<file path="src/rtl/pixel_pool_buffer.sv">
// 2x2 average-pool front end: raster 28x28 pixel stream in, 14x14 pooled image held for the
// classifier, with a start pulse out and input blocked until the classifier reports done.
module pixel_pool_buffer #(
    parameter int unsigned IMG_DIM    = 28,
    parameter int unsigned DATA_WIDTH = 8,
    parameter int unsigned POOL_SHIFT = 3
) (
    input  logic                                                 clk,
    input  logic                                                 reset,
    input  logic [DATA_WIDTH-1:0]                                pixel_in,
    input  logic                                                 pixel_valid,
    input  logic                                                 pixel_sof,
    output logic                                                 pixel_ready,
    input  logic                                                 mlp_done,
    output logic [DATA_WIDTH*(IMG_DIM/2)*(IMG_DIM/2)-1:0]        pixels_out,
    output logic                                                 start,
    output logic                                                 busy
);

    localparam int unsigned OUT_DIM = IMG_DIM / 2;
    localparam int unsigned W       = DATA_WIDTH * OUT_DIM * OUT_DIM;
    localparam int unsigned CW      = $clog2(IMG_DIM);
    localparam int unsigned SW      = DATA_WIDTH + 2;
    localparam logic [CW-1:0] LAST  = CW'(IMG_DIM - 1);

    localparam logic [1:0] IDLE      = 2'd0;
    localparam logic [1:0] FILL      = 2'd1;
    localparam logic [1:0] START     = 2'd2;
    localparam logic [1:0] WAIT_DONE = 2'd3;

    logic [1:0]            state_q, state_d;
    logic [CW-1:0]         row_q, row_d;
    logic [CW-1:0]         col_q, col_d;
    logic [DATA_WIDTH-1:0] prev_q, prev_d;
    logic [SW-1:0]         partial_q [OUT_DIM];
    logic [SW-1:0]         partial_d [OUT_DIM];
    logic [W-1:0]          pixels_q, pixels_d;

    logic                  accept;
    logic                  take;
    logic [CW-1:0]         row_eff;
    logic [CW-1:0]         col_eff;
    logic [SW-1:0]         sum;
    logic [DATA_WIDTH-1:0] pool;
    int unsigned           k;

    assign pixel_ready = (state_q == IDLE) || (state_q == FILL);
    assign accept      = pixel_valid && pixel_ready;
    assign start       = (state_q == START);
    assign busy        = (state_q != IDLE);
    assign pixels_out  = pixels_q;

    always_comb begin
        state_d   = state_q;
        row_d     = row_q;
        col_d     = col_q;
        prev_d    = prev_q;
        partial_d = partial_q;
        pixels_d  = pixels_q;
        take      = 1'b0;
        row_eff   = row_q;
        col_eff   = col_q;
        sum       = '0;
        pool      = '0;
        k         = 0;

        unique case (state_q)
            IDLE:      take = accept && pixel_sof;
            FILL:      take = accept;
            START:     state_d = WAIT_DONE;
            WAIT_DONE: if (mlp_done) state_d = IDLE;
            default:   state_d = IDLE;
        endcase

        if (take) begin
            // SOF forces this pixel to be (0,0), in IDLE or as a mid-frame restart
            if (pixel_sof) begin
                row_eff = '0;
                col_eff = '0;
            end
            state_d = FILL;

            if (!col_eff[0]) begin
                prev_d = pixel_in;
            end else if (!row_eff[0]) begin
                partial_d[col_eff[CW-1:1]] = SW'(prev_q) + SW'(pixel_in);
            end else begin
                sum  = partial_q[col_eff[CW-1:1]] + SW'(prev_q) + SW'(pixel_in);
                pool = DATA_WIDTH'(sum >> POOL_SHIFT);
                k    = 32'(row_eff >> 1) * OUT_DIM + 32'(col_eff >> 1);
                pixels_d[W-1-DATA_WIDTH*k -: DATA_WIDTH] = pool;
            end

            if (col_eff == LAST) begin
                col_d = '0;
                if (row_eff == LAST) begin
                    row_d   = '0;
                    state_d = START;
                end else begin
                    row_d = row_eff + 1'b1;
                end
            end else begin
                col_d = col_eff + 1'b1;
                row_d = row_eff;
            end
        end
    end

    always_ff @(posedge clk) begin
        if (reset) begin
            state_q  <= IDLE;
            row_q    <= '0;
            col_q    <= '0;
            prev_q   <= '0;
            pixels_q <= '0;
            for (int i = 0; i < int'(OUT_DIM); i++) begin
                partial_q[i] <= '0;
            end
        end else begin
            state_q   <= state_d;
            row_q     <= row_d;
            col_q     <= col_d;
            prev_q    <= prev_d;
            pixels_q  <= pixels_d;
            partial_q <= partial_d;
        end
    end

endmodule

</file>
<file path="config.mk">
export PLATFORM = sky130hd
export DESIGN_NAME = pixel_pool_buffer
export DESIGN_NICKNAME = d
export VERILOG_FILES = /design/src/rtl/pixel_pool_buffer.sv
export SDC_FILE = /design/constraint.sdc
export NUM_CORES = 2
export LEC_CHECK = 0
export CAP_MARGIN = 10
export CORE_AREA = 5 5 605 607
export DETAILED_ROUTE_END_ITERATION = 10
export DIE_AREA = 0 0 610 612
export SLEW_MARGIN = 40
export SYNTH_ARGS = -nofsm -noshare
export SYNTH_HDL_FRONTEND = slang
export SYNTH_SLANG_ARGS = --single-unit
</file>
<file path="constraint.sdc">
create_clock -name clk -period 6.8 [get_ports clk]
set_input_delay 1.36 -clock clk [delete_from_list [all_inputs] [get_ports clk]]
set_output_delay 1.36 -clock clk [all_outputs]
set_load 0.01 [all_outputs]
</file>
# == After elaboration in Yosys (flattened, before gate mapping) ==
# Cells that the tools add are included.
# W data, S select, Z words.
# classes
addsub,8
n_reduce_logical,11
n_mux,20
n_lt_le_gt_ge,2
shifts,2
n_mul,1
div_mod_pow,0
n_eq_ne,6
bitwise,3
# op_table
operator,n
$shift A8 B34 Y1575 const A,1
$shiftx A8 B34 Y1575,1
$bwmux W1568,1
$bwmux W140,1
$bmux W10 S4,1
$demux W10 S4,1
$mux W5,7
$neg A32 Y34,1
$mux W10,3
$add A10 B8 Y10,2
$sub A11 B12 Y13 const A,1
$add A5 B1 Y5 const B,2
$eq A5 B5 Y1 const B,2
$add A8 B4 Y9,1
$add A8 B8 Y9,1
$mux W2,4
$mul A4 B3 Y7 const B,1
$reduce_and A3 Y1,2
$ge A5 B5 Y1 const B,1
$lt A5 B1 Y1 const B,1
$not A4 Y5,1
$eq A2 B2 Y1 const B,2
$pmux W2 S2,1
$reduce_and A2 Y1,2
other kinds (9),12
# word_totals
reg_bits,1728
mem_bits_ro,0
inputBits,13
latchBits,0
ramBits,0
mem_count,0
output_inout_bits,1571
elab_cells,72

# == Longest topological paths before layout ==
# depth
word_depth,14
depth_mapped,22
mapped_depth_nobuf,17

# == Least setup slack after synthesis ==
# No wires, ideal clock.
# synth_timing
path_kind,input to register
start,input port pixel_sof
end,register pixels_q[1494] (netlist: pixels_out[1494])
path_slack_ns,0.769
arrival_ns,5.901
cell_stages,21
t_required_ns,6.670
setup_ns,0.130
path_buffers,7
path_cell_list,buf_2 -> clkbuf_1 -> clkbuf_1 -> buf_1 -> nor2b_1 -> ha_1 -> ha_1 -> ha_1 -> xor2_1 -> ha_1 -> inv_1 -> a2111oi_2 -> a211oi_2 -> xor2_1 -> buf_2 -> nand2_1 -> buf_4 -> or3_1 -> clkbuf_1 -> nand3_1 -> o21ai_0
# synth_via
elab_chain_cells,10
elab_cells_between_ends,20
cone_classes,5 x add/sub; 1 x mul; 2 x shift; 9 x mux; 1 x bitwise; 2 x reduce/logical
# synth_lines
item,line_no,source
"start, declared",12,"input logic pixel_sof,"
branches (longest 10 deep; another with $neg A32 Y34),n/a,
"end signal, assigned",124,pixels_q <= pixels_d;
"end, declared",37,"logic [W-1:0] pixels_q, pixels_d;"
# Parallel ways; which one is timed is not known. The select of a mux whose other input is x is not followed.
# A chain may end at the register's enable or synchronous reset.

# == Worst setup path after layout ==
# layout_timing
start,input port pixel_sof
end,register pixels_q[1226] (netlist: pixels_out[1226])
# The elaborated chain is that of the path after synthesis.

==> results.cfg <==
[cts]
clock-sinks = 1518
cts_made_buffers = 179
cts_setup_buffers = 0
clock_latency_ns = 0.87
clockBufferDepth = 4
cts_tree = built
cts-hold-fix-buffers = 0
ctsRootBufferMaster = clkbuf_16
cts.htree.levels = 4
clk_pin_slew_ns = 0.06
cts_resized = 0

[final_layout]
layout-drive-gt1-share_pct = 10.92
fillCellCount = 38810
area_delta_synth_final_pct = 44.40
mostFrequentLayoutCells = dfxtp_1, clkdlybuf4s50_1, nand2_1
final_common_cell = dfxtp_1
final_nets = 7783
stdcell_count = 12670

[routing]
vias_per_cell = 4.285
vias = 54310
drt-initial-drc-count = 4437
drtAntennaViolNets = 0
drc = 0
drt-total-wl_mm = 328.3
firstDrtPassIters = 6
wl_per_cell_um = 25.90

[sta]
hold_viol_final = 0
rsz0062_at_grt = no
setup_violations = 0
tightest_slew_ns = 0.8913
slew_violations = 0
hold_ws_ns = 0.4514
fmax_ghz = 0.1587
period_minus_slack_ns = 6.302
finalCritPeriodShare_pct = 92.67
skew_ns = 0.05542
relSlewSlack_pct = 40.39

[setup_path]
crit_arrival_ns = 7.02
critPathRequiredTime_ns = 7.52
worst-path-max-fanout = 62
r2r_start = col_q[1]
critical_path_class = primary input to flop
startpoint = pixel_sof
start_kind = primary input
ff2ff_setup_slack_ns = 1.15
r2r_end = pixels_out[1226]
end_kind = flop
r2r_cells = 19
crit_path_end = pixels_out[1226]

[die]
core-area_um2 = 360600
start_util_pct = 16.82
die_area_um2 = 373300
rows = 221
die_y_um = 612
ios = 1584
dieWidth_um = 610

[synth]
synth_seq_area_share_pct = 50.11
synth-simple-area-share_pct = 15.21
synth_top_family_by_area = simple AND/OR/NAND/NOR gates
async_flop_share_pct = 0
yosys.area_share.xor_xnor_pct = 0.3446
synth_ff_type = dfxtp_1
synthDistinctLibCells = 87
synth_warnings = 0
synth_compound_area_share_pct = 13.49
synth_edf_count = 0
syn_inst = 6357
ys_ff_latch = 1518
synth_area_um2 = 60640
synth-adder-area-share_pct = 0.9079
synthMuxAreaShare_pct = 13.73
syn_area_per_cell_um2 = 9.539

[grt]
antenna_found_initial = 24
first_global_vias = 51600
grt_max_degree = 178
grt_usage_pct = 16.49
grt_pass1_wl_mm = 438.7
overflow = 0

[power]
power_density_nw_per_um2 = 229.4
total_power_mw = 20.09
total_leakage_power_nw = 32.02
ir_drop_v = 0.0001923

[min_path]
min_path_type = flop to flop
min_from = pixels_out[1307]

[placement]
port-buffer-count = 1387
routabilityCongestion = 0.9109
place_inst = 12340
dp_hpwl_mm = 243.7

[flow_run]
timing.max_cap.violations = 0

[outcome]
status = finished clean
layout make-up:
type | instances | area [um2] | share of cell area (%)
diodes | 10 | 25.02 | 0.02858
clock buffers | 249 | 5125 | 5.853
clock inverters | 69 | 964.7 | 1.102
inverters | 27 | 108.9 | 0.1243
multi-input cells | 4282 | 27830 | 31.78
flip-flops and latches | 1518 | 30390 | 34.71
well taps | 4794 | 5998 | 6.850
repair buffers | 1724 | 17130 | 19.56
report_power, final:
group	total, mW	switching, mW	internal [mW]
sequential	8.90	0.00576	8.90
clock	10.1	4.19	5.94
combinational	1.05	0.844	0.209
total	20.1	5.04	15.0
kinds of logic after synthesis:
| group | count (synthesis) |
|---|---|
| compound gates | 1297 |
| xor+xnor | 19 |
| fa+ha+maj | 38 |
| buf+inv | 752 |
| flops | 1518 |
| mux | 831 |
| other cells | 1 |
| simple gates | 1901 |
synthesized netlist by cell type (18+ instances only):
master / n / share of area (%)
buf_2: 85 / 0.70
nor3_1: 52 / 0.43
nor3_4: 19 / 0.51
a211oi_1: 67 / 0.83
nand2_1: 935 / 5.8
nand3_1: 185 / 1.5
ha_1: 28 / 0.58
a31o_2: 18 / 0.26
mux2i_1: 825 / 14
nand2_2: 24 / 0.25
nor2b_1: 47 / 0.48
inv_1: 25 / 0.15
buf_1: 25 / 0.15
nor4_4: 33 / 1.2
a31oi_1: 41 / 0.42
o21ai_0: 470 / 3.9
buf_4: 216 / 2.7
a21oi_1: 182 / 1.5
o211ai_1: 338 / 4.2
nand2b_1: 41 / 0.42
nor2_1: 404 / 2.5
nor4_1: 46 / 0.47
a311oi_1: 38 / 0.55
a22oi_1: 39 / 0.48
dfxtp_1: 1518 / 50
clkbuf_1: 397 / 2.5
flip-flops by register name, indices dropped and copies added (netlist names):
name and cells:
row_q 5, state_q 2, col_q 5, prev_q 8, pixels_out 1372, partial_q 126
worst min-delay path by stage:
stage	slack (ns)	depth (start not counted)	end
floorplan	0.43	2	partial_q[50]
global placement	0.44	2	pixels_out[1307]
detailed placement	0.44	2	pixels_out[1307]
CTS	0.45	2	pixels_out[1307]
global route	0.47	2	partial_q[57]
finish	0.45	2	pixels_out[1307]
routing by layer:
metal	up-vias	share of wire [%]	track usage [%]
li1	24720	-	-
met1	26810	39	19.07
met2	2240	47	27.85
met3	538	6.9	3.844
met4	2	6.9	9.558
met5	-	0.0040	0
critical path, cell delays in order:
cell and delay (ns):
clkdlybuf4s50_1 0.59, buf_12 0.24, buf_4 0.19, nor2b_1 0.36, nand2_1 0.25, nor2_1 0.28, buf_4 0.19, a22oi_1 0.10
o2111ai_1 0.15, fa_1 0.48, ha_1 0.38, o21ai_0 0.19, o21ai_0 0.28, mux2_2 0.37, a221o_1 0.41, nor3_4 0.17
buf_4 0.23, nand2_4 0.07, buf_12 0.19, o21ai_0 0.28
through the flow:
step,utilization (%),cell area [um2],setup TNS (ns),setup WS (ns)
after detailed placement,22.58,81400,-14.21,-0.1745
after floorplan,-,61370,0,0.7689
after global routing,24.28,87540,0,0.4294
after CTS,24.26,87490,0,0.7090
after global placement,22.55,81290,-3.169,-0.1169
final,24.28,87570,0,0.4985
Power figures use the tool's default switching activity.
